[src/rtl/packet_assembler_q_if.sv]
// Packet source handshake bundle for packet_assembler_q.
//   pkt_valid : source offers a header/subpacket set
//   pkt_ready : assembler FIFO can accept (transfer = pkt_valid & pkt_ready)
//   header    : HB0..HB2, bit 0 sent first
//   sub       : subpacket k at [56k +: 56]
// master = packet source, slave = assembler.
interface packet_assembler_q_if #(
  parameter int unsigned NUM_SUB = 4
);
  logic                   pkt_valid;
  logic                   pkt_ready;
  logic [23:0]            header;
  logic [56*NUM_SUB-1:0]  sub;

  modport master (
    output pkt_valid,
    output header,
    output sub,
    input  pkt_ready
  );

  modport slave (
    input  pkt_valid,
    input  header,
    input  sub,
    output pkt_ready
  );
endinterface

[src/rtl/packet_assembler_q.sv]
// HDMI data-island packet assembler.
// Queues header/subpacket sets in a small FIFO and serialises one packet per 32 active
// clk_pixel cycles with bit-serial BCH ECC appended; sends a NULL packet when the queue is empty.
// Ports:
//   clk_pixel, reset_n : pixel clock, asynchronous active-low reset
//   island_active      : data-island period
//   pkt_if (slave)     : pkt_valid/pkt_ready/header/sub packet source
//   packet_data        : {sub odd bits, sub even bits, header bit} for the current bit index
//   counter            : bit index within the current packet
//   pkt_start/null_sent: packet load pulse / load was a NULL packet
//   island_full        : MAX_PKTS packets started in this island
//   aborted            : island ended mid-packet (one-cycle pulse)
module packet_assembler_q #(
  parameter int unsigned NUM_SUB  = 4,
  parameter int unsigned DEPTH    = 2,
  parameter logic [7:0]  ECC_POLY = 8'h83,
  parameter int unsigned MAX_PKTS = 18
) (
  input  logic                clk_pixel,
  input  logic                reset_n,
  input  logic                island_active,
  packet_assembler_q_if.slave pkt_if,
  output logic [2*NUM_SUB:0]  packet_data,
  output logic [4:0]          counter,
  output logic                pkt_start,
  output logic                null_sent,
  output logic                island_full,
  output logic                aborted
);
  localparam int unsigned SubW = 56 * NUM_SUB;
  localparam int unsigned PtrW = $clog2(DEPTH);
  localparam int unsigned CntW = $clog2(MAX_PKTS + 1);

  function automatic logic [7:0] ecc_step(input logic [7:0] ecc, input logic data_bit);
    return (ecc >> 1) ^ ((ecc[0] ^ data_bit) ? ECC_POLY : 8'h00);
  endfunction

  logic [23:0]            fifo_hdr_q [DEPTH];
  logic [SubW-1:0]        fifo_sub_q [DEPTH];
  logic [PtrW:0]          wr_ptr_q, wr_ptr_d, rd_ptr_q, rd_ptr_d;
  logic [4:0]             counter_q, counter_d;
  logic [23:0]            hdr_q, hdr_d;
  logic [SubW-1:0]        sub_q, sub_d;
  logic [7:0]             hpar_q, hpar_d;
  logic [NUM_SUB-1:0][7:0] spar_q, spar_d;
  logic [CntW-1:0]        starts_q, starts_d;
  logic                   aborted_q, aborted_d;

  logic                   fifo_empty, fifo_full, push, pop, act, start;
  logic [23:0]            load_hdr, cur_hdr;
  logic [SubW-1:0]        load_sub, cur_sub;
  logic [31:0]            hdr_stream;
  logic                   hdr_bit;
  logic [NUM_SUB-1:0][1:0] sub_pair;

  assign fifo_empty = (wr_ptr_q == rd_ptr_q);
  assign fifo_full  = (wr_ptr_q[PtrW] != rd_ptr_q[PtrW]) &&
                      (wr_ptr_q[PtrW-1:0] == rd_ptr_q[PtrW-1:0]);

  assign pkt_if.pkt_ready = reset_n & ~fifo_full;
  assign push  = pkt_if.pkt_valid & pkt_if.pkt_ready;
  assign act   = island_active & reset_n;
  assign start = act & (counter_q == 5'd0);
  // A pop in the same cycle as a push into an empty FIFO sees empty and sends NULL.
  assign pop   = start & ~fifo_empty;

  assign load_hdr = fifo_empty ? 24'h0 : fifo_hdr_q[rd_ptr_q[PtrW-1:0]];
  assign load_sub = fifo_empty ? '0    : fifo_sub_q[rd_ptr_q[PtrW-1:0]];
  // Bypass the load so the new packet's bit 0 goes out on the load cycle itself.
  assign cur_hdr  = start ? load_hdr : hdr_q;
  assign cur_sub  = start ? load_sub : sub_q;

  // Each lane is a stream {parity, data}; parity bits only ever read once fully accumulated.
  assign hdr_stream = {hpar_q, cur_hdr};
  assign hdr_bit    = hdr_stream[counter_q];

  always_comb begin
    for (int unsigned k = 0; k < NUM_SUB; k++) begin
      sub_pair[k] = 2'({spar_q[k], cur_sub[56*k +: 56]} >> {counter_q, 1'b0});
    end
  end

  always_comb begin
    counter_d = act ? counter_q + 5'd1 : 5'd0;
    hdr_d     = start ? load_hdr : hdr_q;
    sub_d     = start ? load_sub : sub_q;
    wr_ptr_d  = wr_ptr_q + {{PtrW{1'b0}}, push};
    rd_ptr_d  = rd_ptr_q + {{PtrW{1'b0}}, pop};
    hpar_d    = hpar_q;
    spar_d    = spar_q;
    if (!act || counter_q == 5'd31) begin
      hpar_d = 8'h00;
      spar_d = '0;
    end else begin
      if (counter_q < 5'd24) hpar_d = ecc_step(hpar_q, hdr_bit);
      if (counter_q < 5'd28) begin
        for (int unsigned k = 0; k < NUM_SUB; k++) begin
          spar_d[k] = ecc_step(ecc_step(spar_q[k], sub_pair[k][0]), sub_pair[k][1]);
        end
      end
    end
    starts_d = starts_q;
    if (!act) begin
      starts_d = '0;
    end else if (start && starts_q != CntW'(MAX_PKTS)) begin
      starts_d = starts_q + CntW'(1);
    end
    aborted_d = ~island_active & (counter_q != 5'd0);
  end

  always_comb begin
    packet_data = '0;
    if (act) begin
      packet_data[0] = hdr_bit;
      for (int unsigned k = 0; k < NUM_SUB; k++) begin
        packet_data[1 + k]           = sub_pair[k][0];
        packet_data[1 + NUM_SUB + k] = sub_pair[k][1];
      end
    end
  end

  assign counter     = counter_q;
  assign pkt_start   = start;
  assign null_sent   = start & fifo_empty;
  assign island_full = (starts_q == CntW'(MAX_PKTS));
  assign aborted     = aborted_q;

  // Storage needs no reset; emptiness is carried by the pointers.
  always_ff @(posedge clk_pixel) begin
    if (push) begin
      fifo_hdr_q[wr_ptr_q[PtrW-1:0]] <= pkt_if.header;
      fifo_sub_q[wr_ptr_q[PtrW-1:0]] <= pkt_if.sub;
    end
  end

  always_ff @(posedge clk_pixel or negedge reset_n) begin
    if (!reset_n) begin
      wr_ptr_q  <= '0;
      rd_ptr_q  <= '0;
      counter_q <= 5'd0;
      hdr_q     <= 24'h0;
      sub_q     <= '0;
      hpar_q    <= 8'h00;
      spar_q    <= '0;
      starts_q  <= '0;
      aborted_q <= 1'b0;
    end else begin
      wr_ptr_q  <= wr_ptr_d;
      rd_ptr_q  <= rd_ptr_d;
      counter_q <= counter_d;
      hdr_q     <= hdr_d;
      sub_q     <= sub_d;
      hpar_q    <= hpar_d;
      spar_q    <= spar_d;
      starts_q  <= starts_d;
      aborted_q <= aborted_d;
    end
  end
endmodule
[src/flat_wrapper.sv]
// flat-port wrapper written by rule: the top's interface ports become plain ports
module packet_assembler_q_flat 
#(
  parameter int unsigned NUM_SUB  = 4,
  parameter int unsigned DEPTH    = 2,
  parameter logic [7:0]  ECC_POLY = 8'h83,
  parameter int unsigned MAX_PKTS = 18
)
  (clk_pixel, reset_n, island_active, packet_data, counter, pkt_start, null_sent, island_full, aborted, pkt_if_pkt_valid, pkt_if_header, pkt_if_sub, pkt_if_pkt_ready);
  packet_assembler_q_if #(.NUM_SUB(NUM_SUB)) pkt_if_i ();
  input  logic clk_pixel;
  input  logic reset_n;
  input  logic island_active;
  output logic [2*NUM_SUB:0] packet_data;
  output logic [4:0] counter;
  output logic pkt_start;
  output logic null_sent;
  output logic island_full;
  output logic aborted;
  input wire logic [$bits(pkt_if_i.pkt_valid)-1:0] pkt_if_pkt_valid;
  input wire logic [$bits(pkt_if_i.header)-1:0] pkt_if_header;
  input wire logic [$bits(pkt_if_i.sub)-1:0] pkt_if_sub;
  output wire logic [$bits(pkt_if_i.pkt_ready)-1:0] pkt_if_pkt_ready;
  assign pkt_if_i.pkt_valid = pkt_if_pkt_valid;
  assign pkt_if_i.header = pkt_if_header;
  assign pkt_if_i.sub = pkt_if_sub;
  assign pkt_if_pkt_ready = pkt_if_i.pkt_ready;
  packet_assembler_q #(.NUM_SUB(NUM_SUB), .DEPTH(DEPTH), .ECC_POLY(ECC_POLY), .MAX_PKTS(MAX_PKTS)) u_core (.clk_pixel(clk_pixel), .reset_n(reset_n), .island_active(island_active), .pkt_if(pkt_if_i), .packet_data(packet_data), .counter(counter), .pkt_start(pkt_start), .null_sent(null_sent), .island_full(island_full), .aborted(aborted));
endmodule
[config.mk]
export PLATFORM = sky130hd
export DESIGN_NAME = packet_assembler_q_flat
export DESIGN_NICKNAME = d
export VERILOG_FILES = /design/src/rtl/packet_assembler_q_if.sv /design/src/rtl/packet_assembler_q.sv /design/src/flat_wrapper.sv
export SDC_FILE = /design/constraint.sdc
export NUM_CORES = 1
export LEC_CHECK = 0
export BUFFER_PORTS_ARGS = -buffer_cell sky130_fd_sc_hd__buf_2
export CORE_MARGIN = 3
export CORE_UTILIZATION = 60
export CTS_CLUSTER_DIAMETER = 40
export DETAILED_ROUTE_END_ITERATION = 10
export HOLD_SLACK_MARGIN = 0.08
export PLACE_DENSITY = 0.8
export SLEW_MARGIN = 10
export SYNTH_ARGS = -nofsm -noshare
export SYNTH_HDL_FRONTEND = slang
export SYNTH_SLANG_ARGS = --single-unit
[constraint.sdc]
create_clock -name clk_pixel -period 10.3 [get_ports clk_pixel]
set_input_delay 2.06 -clock clk_pixel [delete_from_list [all_inputs] [get_ports clk_pixel]]
set_output_delay 2.06 -clock clk_pixel [all_outputs]
set_load 0.02 [all_outputs]
==> run metrics <==
Layout Cells excl Fill around 3300; DR WL/cell around 27 um; fill count roughly 3400; Clock transition at path regs approximately 60 ps; Die Wd between 200 and 250 um; Max FO, Critical Path between 90 and 100; CTS tree done; Critical-path top delay cell inv_4; met2 GRT Util around half; first-pass GRT wire length between 100 and 150 mm; max frequency 0.115 GHz; post-synth top area cell edfxtp_1; min Tclk post-route between 8000 and 9000 ps; total track usage a little under a third; # nets final roughly 2800; Skew-Pair Late Insertion Delay 650 ps; Syn-to-layout area delta 16.3%; Final GP Congestion 0.964; Lkg Pwr 0.0148 uW; initial core utilization around 60%; number of max-cap violations 0; vias per std cell 6.56; library cells used by synthesis 84; IO buf count 270; Core ar. approximately 53000 um2; Peak VDD IR between 0.2 and 0.25 mV; share of post-route cells with drive strength above 1 20.9%; cts hold-fix bufs 0; drc violations 0; Post-synth EDFFs around 500; Setup Fix Bufs, Post-CTS 0; syn nets around 2600; Die Area roughly 57000 um2; crit path DAT between 6000 and 7000 ps; kind of start point of the critical path input pin; hold_ws 463 ps; Worst Path Required 8240 ps; vias post-DR 21800; CTS root buffer clkbuf_16; Worst-Margin Slew ~1100 ps; CP Class in2out; Top Usage Layer GRT met2; synthesized area roughly 32000 um2; M3 GR Usage 8.13%; RSZ-0062 raised after global routing no; dpl cells approximately 3100; DR pass1 iterations 9; Post-synth ARST share 37.9%; die span in y ~240 um; largest net degree at the start of global routing between 150 and 200; Max clock buf depth 3; relative slew slack around a quarter; YS warnings 0; Hold Path Class reg2reg; initial antenna violation count 3; CP Cell Sequence buf_8, and2_1, buf_4, nand2_8, inv_4, buf_12, o21ai_0, a221oi_1, o21ai_0, a2111oi_0, o31ai_1, and2_1, buf_2; clk sinks approximately 800; cell row count 84; Final period util a little over four fifths; Buf/Inv on CP 5; final hold vios 0; HPWL after detailed placement roughly 57 mm; WL final 89.7 mm; Overflow after GRT 0; post-route ant nets 0; M1 GR Usage around 42%; CP Capture Type output pin; Worst Skew 24.6 ps; cells after synthesis 2304; Iter 0 DRT Violations roughly 2600; top post-synthesis cells by area edfxtp_1 46%, dfrtp_1 23%, mux2i_1 3.8%; vias in the first global route between 20000 and 25000; status completed; max-slew violations 0; CP peak stage delay 750 ps; reg-to-reg slack, setup 4470 ps; final setup vio count 0; Synth Register Bits ~800; family with the most delay on the worst path buffers and inverters; PwrDens between 200 and 300 nW/um2; setup TNS 0 ps; Synth top area share between 40% and 50%; CTS Buf Count 100; H-tree Lvls 3; I/O pin cnt between 200 and 300; Top FF cell, synth edfxtp_1; CTS resizes 0; syn avg cell area between 10 and 15 um2; Seq/Total Area, Yosys 69.5%
## report_power, final
group          internal (uW)  switching [uW]  leakage, uW
combinational            944            1830      0.00491
clock                   2150            1400      0.00166
sequential              4280             329      0.00827
## cell usage after synthesis (all sizes together) (15+ instances only)
master / number
edfxtp: 496
dfrtp: 303
nor2: 231
nand2: 198
mux2i: 123
a221oi: 102
o21ai: 101
buf: 99
a21oi: 68
clkbuf: 62
o211ai: 62
inv: 61
a2bb2oi: 33
a31oi: 29
mux4: 28
nand3: 24
nor3: 21
a22oi: 17
o2bb2ai: 17
xnor2: 17
o22ai: 16
xor2: 15
## registers in the layout, indices dropped and copies added (netlist names)
signal,count
u_core.sub_q,224
u_core.wr_ptr_q,2
u_core.starts_q,5
u_core.fifo_sub_q,448
u_core.rd_ptr_q,2
u_core.spar_q,32
u_core.fifo_hdr_q,48
u_core.hpar_q,8
u_core.hdr_q,24
u_core.aborted,1
u_core.counter,5
## cells in the final DEF (no fill, tap or decap), types with 13 or more instances in the layout
cell type  netlist  final
edfxtp_1       496    496
dfrtp_1        303    301
buf_2           55    269
nor2_1         231    231
nand2_1        197    197
mux2i_1        123    123
clkbuf_16        0    103
a221oi_1        98     98
o21ai_0         86     86
a21oi_1         66     66
o211ai_1        61     61
inv_1           60     59
a2bb2oi_1       33     33
a31oi_1         29     29
buf_4           17     29
mux4_2          28     28
nand3_1         24     24
nor3_1          21     20
clkbuf_1        62     18
o22ai_1         16     16
a22oi_1         16     16
o2bb2ai_1       16     16
inv_6            0     16
o21ai_1         15     15
xor2_1          14     14
mux2_2          13     13
a22o_1          13     13
a211oi_1        13     13
## per-stage QoR
| step | total power [uW] | instance area, um2 | utilization, % | setup WS (ps) |
|---|---|---|---|---|
| finish | 10900 | 37600 | 71.0 | 1630 |
| global route | 11400 | 37600 | 71.0 | 1420 |
| CTS | 10900 | 37600 | 71.0 | 1820 |
| detailed placement | 7340 | 34200 | 64.5 | 1900 |
| global placement | 7210 | 34200 | 64.5 | 1930 |
| floorplan | 6550 | 32300 | - | 1060 |
## kinds of logic after synthesis
logic type / share of synthesized area [%]
AOI/OAI and AO/OA: 12.7
xor gates and xnor gates: 1.29
adders and majority gates: 0.310
buffers and inverters: 3.36
DFF: 69.5
muxes: 6.21
and+or+nand+nor: 6.60
## cell type report
cell class	instances	area [um2]	area share, %
sequential	799	22500	59.8
multi-input combinational	1278	8820	23.5
clock buffer	122	2660	7.07
timing repair buffer	308	1760	4.68
tap	688	861	2.29
clock inverter	67	763	2.03
inverter	66	251	0.669
antenna	2	5.00	0.0133
## metal layers
metal	up-vias	share of wire [%]	routed length (um)
met1	10900	37	33600
met3	276	10	9300
met5	-	0.014	13
met2	1345	47	42100
li1	9285	-	-
met4	2	5.3	4770
## worst paths after layout
kind	from	endpoint	cells after the start
setup / recovery	reset_n	packet_data[8]	13
hold / removal	u_core.hdr_q[18]	u_core.hdr_q[18]	2
setup reg to reg	u_core.counter[1]	u_core.spar_q[25]	17
hold reg to reg	u_core.hdr_q[18]	u_core.hdr_q[18]	2
max in group asynchronous	reset_n	u_core.rd_ptr_q[0]	3
min in group asynchronous	reset_n	u_core.sub_q[71]	1
## worst register-to-register path: stages (launching register included)
cell       delay, ps
dfrtp_1          360
buf_4            310
clkinv_1         120
buf_4            370
ha_1             250
nor4b_4          190
buf_4            370
nand2_8          300
inv_4            820
buf_12           540
o21ai_0          220
a221oi_1         240
o21ai_0          130
a2111oi_0        540
o31ai_1          240
xor2_1           350
xnor3_1          270
o21ai_1          120
(Power assumes the default switching activity.)
